$ cat config.mk
export PLATFORM = sky130hd
export DESIGN_NAME = sram_like_responder
export DESIGN_NICKNAME = d
export VERILOG_FILES = /design/src/rtl/sram_like_pkg.sv /design/src/rtl/sram_like_responder_fifo.sv /design/src/rtl/sram_like_responder.sv
export SDC_FILE = /design/constraint.sdc
export NUM_CORES = 1
export LEC_CHECK = 0
export BUFFER_PORTS_ARGS = -buffer_cell sky130_fd_sc_hd__buf_4
export CAP_MARGIN = 20
export CORE_AREA = 2 2 112 114
export CTS_CLUSTER_SIZE = 20
export DETAILED_ROUTE_END_ITERATION = 8
export DIE_AREA = 0 0 114 116
export PLACE_DENSITY = 0.71
export SLEW_MARGIN = 10
export SYNTH_ARGS = -nofsm -noshare
export SYNTH_HDL_FRONTEND = slang
export SYNTH_SLANG_ARGS = --single-unit
$ cat constraint.sdc
create_clock -name clk -period 3.1 [get_ports clk]
set_input_delay 0.465 -clock clk [delete_from_list [all_inputs] [get_ports clk]]
set_output_delay 0.465 -clock clk [all_outputs]
set_load 0.01 [all_outputs]
$ cat src/rtl/sram_like_pkg.sv
// Shared types and constants for the sram-like responder: access sizes,
// stall LFSR tap mask and the response queue entry.
package sram_like_pkg;

    localparam int unsigned DATA_W = 32;
    localparam int unsigned LFSR_W = 16;

    localparam logic [1:0] SIZE_BYTE = 2'd0;
    localparam logic [1:0] SIZE_HALF = 2'd1;
    localparam logic [1:0] SIZE_WORD = 2'd2;

    // Fibonacci taps 16,14,13,11 expressed as bit positions 15,13,12,10
    localparam logic [LFSR_W-1:0] LFSR_TAPS = 16'hB400;

    typedef struct packed {
        logic              wr;
        logic [DATA_W-1:0] data;
    } resp_t;

    localparam int unsigned RESP_W = $bits(resp_t);

endpackage

$ cat src/rtl/sram_like_responder_fifo.sv
// resp_fifo: synchronous circular response queue holding responses that
// could not be returned in the cycle their RAM data arrived.
module resp_fifo
    import sram_like_pkg::*;
#(
    parameter int unsigned DEPTH = 2
) (
    input  logic              clk,
    input  logic              resetn,
    input  logic              push,
    input  logic [RESP_W-1:0] push_data,
    input  logic              pop,
    output logic [RESP_W-1:0] head,
    output logic              empty,
    output logic              full
);

    localparam int unsigned PTR_W = (DEPTH > 1) ? $clog2(DEPTH) : 1;
    localparam int unsigned CNT_W = $clog2(DEPTH + 1);

    logic [RESP_W-1:0] mem_q [DEPTH];
    logic [RESP_W-1:0] mem_d [DEPTH];
    logic [PTR_W-1:0]  wr_ptr_q, wr_ptr_d;
    logic [PTR_W-1:0]  rd_ptr_q, rd_ptr_d;
    logic [CNT_W-1:0]  count_q, count_d;
    logic              do_push;
    logic              do_pop;

    function automatic logic [PTR_W-1:0] ptr_inc(input logic [PTR_W-1:0] p);
        return (p == PTR_W'(DEPTH - 1)) ? '0 : p + PTR_W'(1);
    endfunction

    always_comb begin
        mem_d    = mem_q;
        wr_ptr_d = wr_ptr_q;
        rd_ptr_d = rd_ptr_q;
        count_d  = count_q;
        do_push  = push && (count_q != CNT_W'(DEPTH));
        do_pop   = pop && (count_q != '0);
        if (do_push) begin
            mem_d[wr_ptr_q] = push_data;
            wr_ptr_d        = ptr_inc(wr_ptr_q);
        end
        if (do_pop) begin
            rd_ptr_d = ptr_inc(rd_ptr_q);
        end
        case ({do_push, do_pop})
            2'b10:   count_d = count_q + CNT_W'(1);
            2'b01:   count_d = count_q - CNT_W'(1);
            default: count_d = count_q;
        endcase
    end

    always_ff @(posedge clk or negedge resetn) begin
        if (!resetn) begin
            for (int i = 0; i < DEPTH; i++) begin
                mem_q[i] <= '0;
            end
            wr_ptr_q <= '0;
            rd_ptr_q <= '0;
            count_q  <= '0;
        end else begin
            mem_q    <= mem_d;
            wr_ptr_q <= wr_ptr_d;
            rd_ptr_q <= rd_ptr_d;
            count_q  <= count_d;
        end
    end

    assign head  = mem_q[rd_ptr_q];
    assign empty = (count_q == '0);
    assign full  = (count_q == CNT_W'(DEPTH));

endmodule

$ cat src/rtl/sram_like_responder.sv
// sram_like_responder: sram-like slave in front of a 1-cycle synchronous RAM.
// Optional random stall injection when SRAM_RESP_RANDOM_STALL_EN is defined.
module sram_like_responder
    import sram_like_pkg::*;
#(
    parameter int unsigned      FIFO_DEPTH = 2,
    parameter logic [15:0]      LFSR_SEED  = 16'hACE1
) (
    input  logic        clk,
    input  logic        resetn,
    input  logic        req,
    input  logic        wr,
    input  logic [1:0]  size,
    input  logic [3:0]  wstrb,
    input  logic [31:0] addr,
    input  logic [31:0] wdata,
    output logic        addr_ok,
    output logic        data_ok,
    output logic [31:0] rdata,
    output logic        ram_en,
    output logic [3:0]  ram_we,
    output logic [29:0] ram_addr,
    output logic [31:0] ram_wdata,
    input  logic [31:0] ram_rdata
);

    localparam int unsigned CNT_W = $clog2(FIFO_DEPTH + 1);

    logic             ready_q, ready_d;
    logic             rvalid_q, rvalid_d;
    logic             rvalid_wr_q, rvalid_wr_d;
    logic [CNT_W-1:0] outstanding_q, outstanding_d;
    logic             stall_a;
    logic             stall_d;
    logic             accept;
    logic             fifo_push;
    logic             fifo_pop;
    logic             fifo_empty;
    logic             fifo_full;
    resp_t            fifo_din;
    resp_t            fifo_head;
    logic             unused_c;

    // Sub-word addressing is irrelevant: the RAM is always accessed by word.
    assign unused_c = ^{size, addr[1:0]};

`ifdef SRAM_RESP_RANDOM_STALL_EN
    logic [LFSR_W-1:0] lfsr_q, lfsr_d;

    always_comb begin
        lfsr_d = {lfsr_q[LFSR_W-2:0], ^(lfsr_q & LFSR_TAPS)};
    end

    always_ff @(posedge clk or negedge resetn) begin
        if (!resetn) begin
            lfsr_q <= LFSR_SEED;
        end else begin
            lfsr_q <= lfsr_d;
        end
    end

    assign stall_a = lfsr_q[0];
    assign stall_d = lfsr_q[1];
`else
    logic [15:0] seed_unused;

    assign seed_unused = LFSR_SEED;
    assign stall_a     = 1'b0;
    assign stall_d     = 1'b0;
`endif

    // Request side, response selection and bookkeeping.
    always_comb begin
        addr_ok   = ready_q && (outstanding_q < CNT_W'(FIFO_DEPTH)) && !stall_a;
        accept    = req && addr_ok;
        data_ok   = (!fifo_empty || rvalid_q) && !stall_d;
        fifo_pop  = data_ok && !fifo_empty;
        // Fresh RAM data is queued unless it bypasses straight to the initiator.
        fifo_push = rvalid_q && !(data_ok && fifo_empty) && !fifo_full;

        fifo_din.wr   = rvalid_wr_q;
        fifo_din.data = ram_rdata;

        rdata = '0;
        if (!fifo_empty) begin
            rdata = fifo_head.wr ? '0 : fifo_head.data;
        end else if (rvalid_q) begin
            rdata = rvalid_wr_q ? '0 : ram_rdata;
        end

        ram_en    = accept;
        ram_we    = (accept && wr) ? wstrb : 4'h0;
        ram_addr  = addr[31:2];
        ram_wdata = wdata;

        ready_d     = 1'b1;
        rvalid_d    = accept;
        rvalid_wr_d = accept ? wr : 1'b0;
        case ({accept, data_ok})
            2'b10:   outstanding_d = outstanding_q + CNT_W'(1);
            2'b01:   outstanding_d = outstanding_q - CNT_W'(1);
            default: outstanding_d = outstanding_q;
        endcase
    end

    always_ff @(posedge clk or negedge resetn) begin
        if (!resetn) begin
            ready_q       <= 1'b0;
            rvalid_q      <= 1'b0;
            rvalid_wr_q   <= 1'b0;
            outstanding_q <= '0;
        end else begin
            ready_q       <= ready_d;
            rvalid_q      <= rvalid_d;
            rvalid_wr_q   <= rvalid_wr_d;
            outstanding_q <= outstanding_d;
        end
    end

    resp_fifo #(
        .DEPTH (FIFO_DEPTH)
    ) u_resp_fifo (
        .clk       (clk),
        .resetn    (resetn),
        .push      (fifo_push),
        .push_data (fifo_din),
        .pop       (fifo_pop),
        .head      (fifo_head),
        .empty     (fifo_empty),
        .full      (fifo_full)
    );

endmodule

# == Word-level counts from Yosys, hierarchy flattened ==
# Index checks and enable logic that the tools add are counted.
# W data, S select, Z words.
# op_classes
reduce_logical,18
n_addsub,6
n_lt_le_gt_ge,4
n_mux,16
n_eq_ne,6
bitwise,2
# ops
cell,n
$mux W33,4
$mux W32,4
$bwmux W66,1
$demux W33 S1,1
$logic_and A1 B1 Y1,10
$pmux W2 S2,2
$eq A2 B2 Y1 const B,3
$reduce_bool A2 Y1,3
$add A2 B1 Y2 const B,2
$eq A2 B1 Y1 const B,2
$ge A2 B2 Y1 const B,2
$mux W4,1
$not A1 Y2,2
$sub A2 B1 Y2 const B,2
$logic_not A1 Y1,3
$mux W1,3
$add A1 B1 Y1 const B,2
$logic_not A2 Y1,1
$lt A2 B1 Y1 const B,1
$lt A2 B2 Y1 const B,1
$ne A2 B2 Y1 const B,1
$logic_or A1 B1 Y1,1
# totals
inputBits,106
register_bits,75
out_inout_bits,101
word_cells,61

# == Logic depth before layout (Yosys ltp) ==
# depth
ltp_word,10
mapped_depth,6
mapped_depth_nobuf,6

# == By module ==
# From an unflattened synthesis, not the netlist that was laid out.
# hier_totals
cells_unflattened,325
hier_area_um2,4211.5
# by_module_without_submodules
mod,cells_each,seq_area_each_um2,n_inst,area_per_inst_um2
resp_fifo,194,1751.7,1,3066.7
sram_like_responder,131,125.1,1,1144.8

# == Worst setup path after synthesis ==
# Ideal clock, no wire load.
# synth_path
path_kind,flip-flop to output port
start,register u_resp_fifo.rd_ptr_q
end,output rdata[1]
n_path_buf,2
setup_slack_ns,1.319
required_ns,2.635
t_arrival_ns,1.316
stages_incl_launch_ff,6
cell_sequence,dfrtp_1 > buf_2 > mux2i_1 > o21ai_0 > clkbuf_1 > o21ai_0
# synth_via
elab_chain_cells,6
# synth_rtl
item,line_no,source
from (decl),sram_like_responder_fifo.sv:24,"logic [PTR_W-1:0] rd_ptr_q, rd_ptr_d;"
from (signal assigned),sram_like_responder_fifo.sv:65,rd_ptr_q <= rd_ptr_d;
$not A1 Y2 (not written as such),sram_like_responder_fifo.sv:70,assign head = mem_q[rd_ptr_q];
$mux W33 (not written as such) (3 in a row),sram_like_responder_fifo.sv:70,
$mux W32,sram_like_responder.sv:86,rdata = fifo_head.wr ? '0 : fifo_head.data;
$mux W32,sram_like_responder.sv:85,if (!fifo_empty) begin
to (decl),sram_like_responder.sv:19,"output logic [31:0] rdata,"
# Every way passes these cells. The select of a mux whose other input is x is not followed.

# == Worst setup path in the final report ==
# layout_path
start,register u_resp_fifo.count_q[0]
end,output rdata[13]
# layout_via
elab_chain_cells,2
# layout_rtl
item,line_no,source
from (decl),sram_like_responder_fifo.sv:25,"logic [CNT_W-1:0] count_q, count_d;"
from (signal assigned),sram_like_responder_fifo.sv:66,count_q <= count_d;
$logic_not A2 Y1,sram_like_responder_fifo.sv:71,assign empty = (count_q == '0);
$mux W32,sram_like_responder.sv:85,
# Every way passes these cells.

==> out/summary.txt <==
largest area contributor in the netlist -> dfrtp_1
Worst-Margin Slew -> 0.927 ns
hold crit path type -> in2async
critical path launch point -> u_resp_fifo.count_q[0]
Clk network pwr share -> 41.5%
period utilization -> 81.9%
min cycle time layout -> 2.54 ns
max cap viols -> 0
overall power -> 0.00241 W
total wire length -> 8.08 mm
detailed placement HPWL -> 5.20 mm
P&R area growth vs syn -> 13.4%
Reg2Reg Setup Slack -> 1.21 ns
cells after synthesis -> 345
R2R Path Start -> u_resp_fifo.count_q[0]
via count of the first global-routing pass -> 2525
Worst Setup Path Type -> reg2out
mux share of post-synthesis cell area -> 28.9%
share of layout cells above drive strength 1 -> 46.6%
Final Hold Viols -> 0
largest family of logic cells by synthesized area -> multiplexers
RR Endpoint -> u_resp_fifo.mem_q[52]
Critical Path Sink -> rdata[13]
post-synthesis simple-gate area fraction -> 5.62%
initial antenna violation count -> 0
Compound-Gate Fraction of Synth Area -> 4.15%
Slew Limit Headroom -> 38.2%
xor-xnor portion of the synthesized cell area -> 0.855%
area of the core -> 11900 um^2
setup TNS -> 0 ns
clock latency on the worst-skew pair -> 0.33 ns
RSZ-0062 raised after global routing -> no
Die H -> 116 um
CTS Hold Bufs -> 0
cts bufs inserted -> 9
Yosys cell types -> 25
Seq/Total Area, Yosys -> 45.8%
Synth top area share -> 45.8%
combinational power share -> 13.7%
final setup violation count -> 0
routed vias/inst -> 4.76
Leak Pwr -> 2.13 nW
sw frac -> 23.3%
IR drop worst, VDD -> 247 uV
RePlAce Congestion -> 0.703
Post-CTS Setup Inserts -> 0
Max FO, Critical Path -> 17
Diodes inserted -> 0
Synth area leaders -> dfrtp_1 (46%), buf_4 (11%), mux2_4 (11%)
fmax -> 394 MHz
Seq pwr share -> 44.7%
Post-Synth Adder-Cell Area -> 0.305%
full die area -> 13200 um^2
initial core utilization -> 34.4%
Req. time, crit path -> 2.63 ns
clk slew on worst S/H paths -> 0.06 ns
DRC Markers -> 0
commonest non-fill, non-tap cell in the layout -> buf_4
initial DRC count -> 67
Pins Over Slew Limit -> 0
Avg Cell Area, Syn -> 11.9 um^2
Vias -> 2438
Reg2Reg Depth -> 4
H-tree level count -> 3
Nets -> 467
Synth Cell Area -> 4100 um^2
GRT overflow -> 0
die width -> 114 um
CTS tree -> done
Psw -> 0.000563 W
First-pass DRT Iterations -> 4
Port Buf Inserts -> 78
Yosys warnings -> 0
Sink Count -> 75
Power Internal -> 0.00185 W
status -> complete, no violations
Antenna Nets Post-Route -> 0
post-CTS resize count -> 0
worst-case clock buffer depth -> 2
clock skew -> 0.00360 ns
maximum number of pins on one net before global-route repair -> 76
Synth Register Bits -> 75
Worst setup SP type -> flop
syn_nets -> 452
most frequent cells in the layout -> buf_4 (83), dfrtp_1 (74), mux2_2 (37)
Site Rows -> 40
Clock Tree Root -> clkbuf_16
Pwr Density -> 519 nW/um^2
Total GRT Usage -> 12.5%
CP arrival -> 2.07 ns
Wirelength per Cell -> 15.8 um
endpoint type of the worst setup path -> primary output
first-pass GRT wire length -> 12.8 mm
Top Ports -> 207
## cells by family (layout without fill, tap and decap cells)
kind of cell	Yosys count	count (layout)
muxes	99	99
and+or+nand+nor	49	49
AOI/OAI and AO/OA	34	34
buffers and inverters	82	102
other	1	1
adders and majority gates	1	1
DFF	75	75
xor gates and xnor gates	4	4
## stage by stage
| step | hold WS, ns | cell area, um^2 | util, % | cells | setup WS, ns |
|---|---|---|---|---|---|
| 2_1_floorplan | 0.169 | 4100 | - | 345 | 1.32 |
| 3_3_place_gp | 0.461 | 4360 | 36.6 | 496 | 0.897 |
| 3_5_place_dp | 0.466 | 4360 | 36.6 | 496 | 0.870 |
| 4_1_cts | 0.319 | 4650 | 39.0 | 512 | 0.502 |
| 5_1_grt | 0.368 | 4650 | 39.0 | 512 | 0.366 |
| 6_report | 0.284 | 4650 | 39.0 | 512 | 0.560 |
## power groups by stage
stage	clock network [W]	logic [W]	registers [W]
after floorplan	0	0.000252	0.00108
after global placement	0	0.000327	0.00109
after detailed placement	0	0.000339	0.00109
after CTS	0.00104	0.000339	0.00108
after global routing	0.00108	0.000367	0.00109
final	0.00100	0.000332	0.00108
## layer usage
layer	up-vias	global-route usage [%]	part of all wire (%)
li1	1128	-	-
met5	-	0	0
met2	91	19.8	46
met1	1192	15.6	44
met4	0	5.20	2.1
met3	27	4.50	7.5
## flip-flops by register name, indices dropped and copies added, names as in the netlist
register              count
rvalid_q                  1
rvalid_wr_q               1
u_resp_fifo.rd_ptr_q      1
u_resp_fifo.mem_q        66
outstanding_q             2
ready_q                   1
u_resp_fifo.count_q       2
u_resp_fifo.wr_ptr_q      1
## synthesized netlist by cell type (all sizes together)
cell,number
and3,1
ha,1
xor2,1
mux2i,33
mux2,66
xnor2,3
nor2b,1
inv,2
nor4b,1
dfrtp,75
clkbuf,6
nor2,2
or3,1
nand3,1
and2,5
nand2,36
or2,1
conb,1
buf,74
o21ai,34
## worst min path at each step
stage | end | startpoint | slack [ns] | cells after the start
2_1_floorplan | outstanding_q[0] | resetn | 0.17 | 0
3_3_place_gp | outstanding_q[1] | outstanding_q[1] | 0.46 | 1
3_5_place_dp | outstanding_q[1] | outstanding_q[1] | 0.47 | 1
4_1_cts | u_resp_fifo.mem_q[25] | resetn | 0.32 | 1
5_1_grt | u_resp_fifo.mem_q[25] | resetn | 0.37 | 1
6_report | u_resp_fifo.mem_q[25] | resetn | 0.28 | 1
## layout make-up
cell class / count / area (um^2)
clock buffers: 15 / 288
fillers: 1144 / 7260
well taps: 147 / 184
flip-flops and latches: 75 / 1880
inverters: 2 / 7.51
clock inverters: 1 / 5.00
repair buffers: 84 / 643
multi-input cells: 188 / 1640
## critical path: stages (launching register included)
cell     delay, ns
dfrtp_1       0.48
o21ai_2       0.63
buf_4         0.34
o21ai_0       0.12
buf_4         0.15
(Power assumes the default switching activity.)
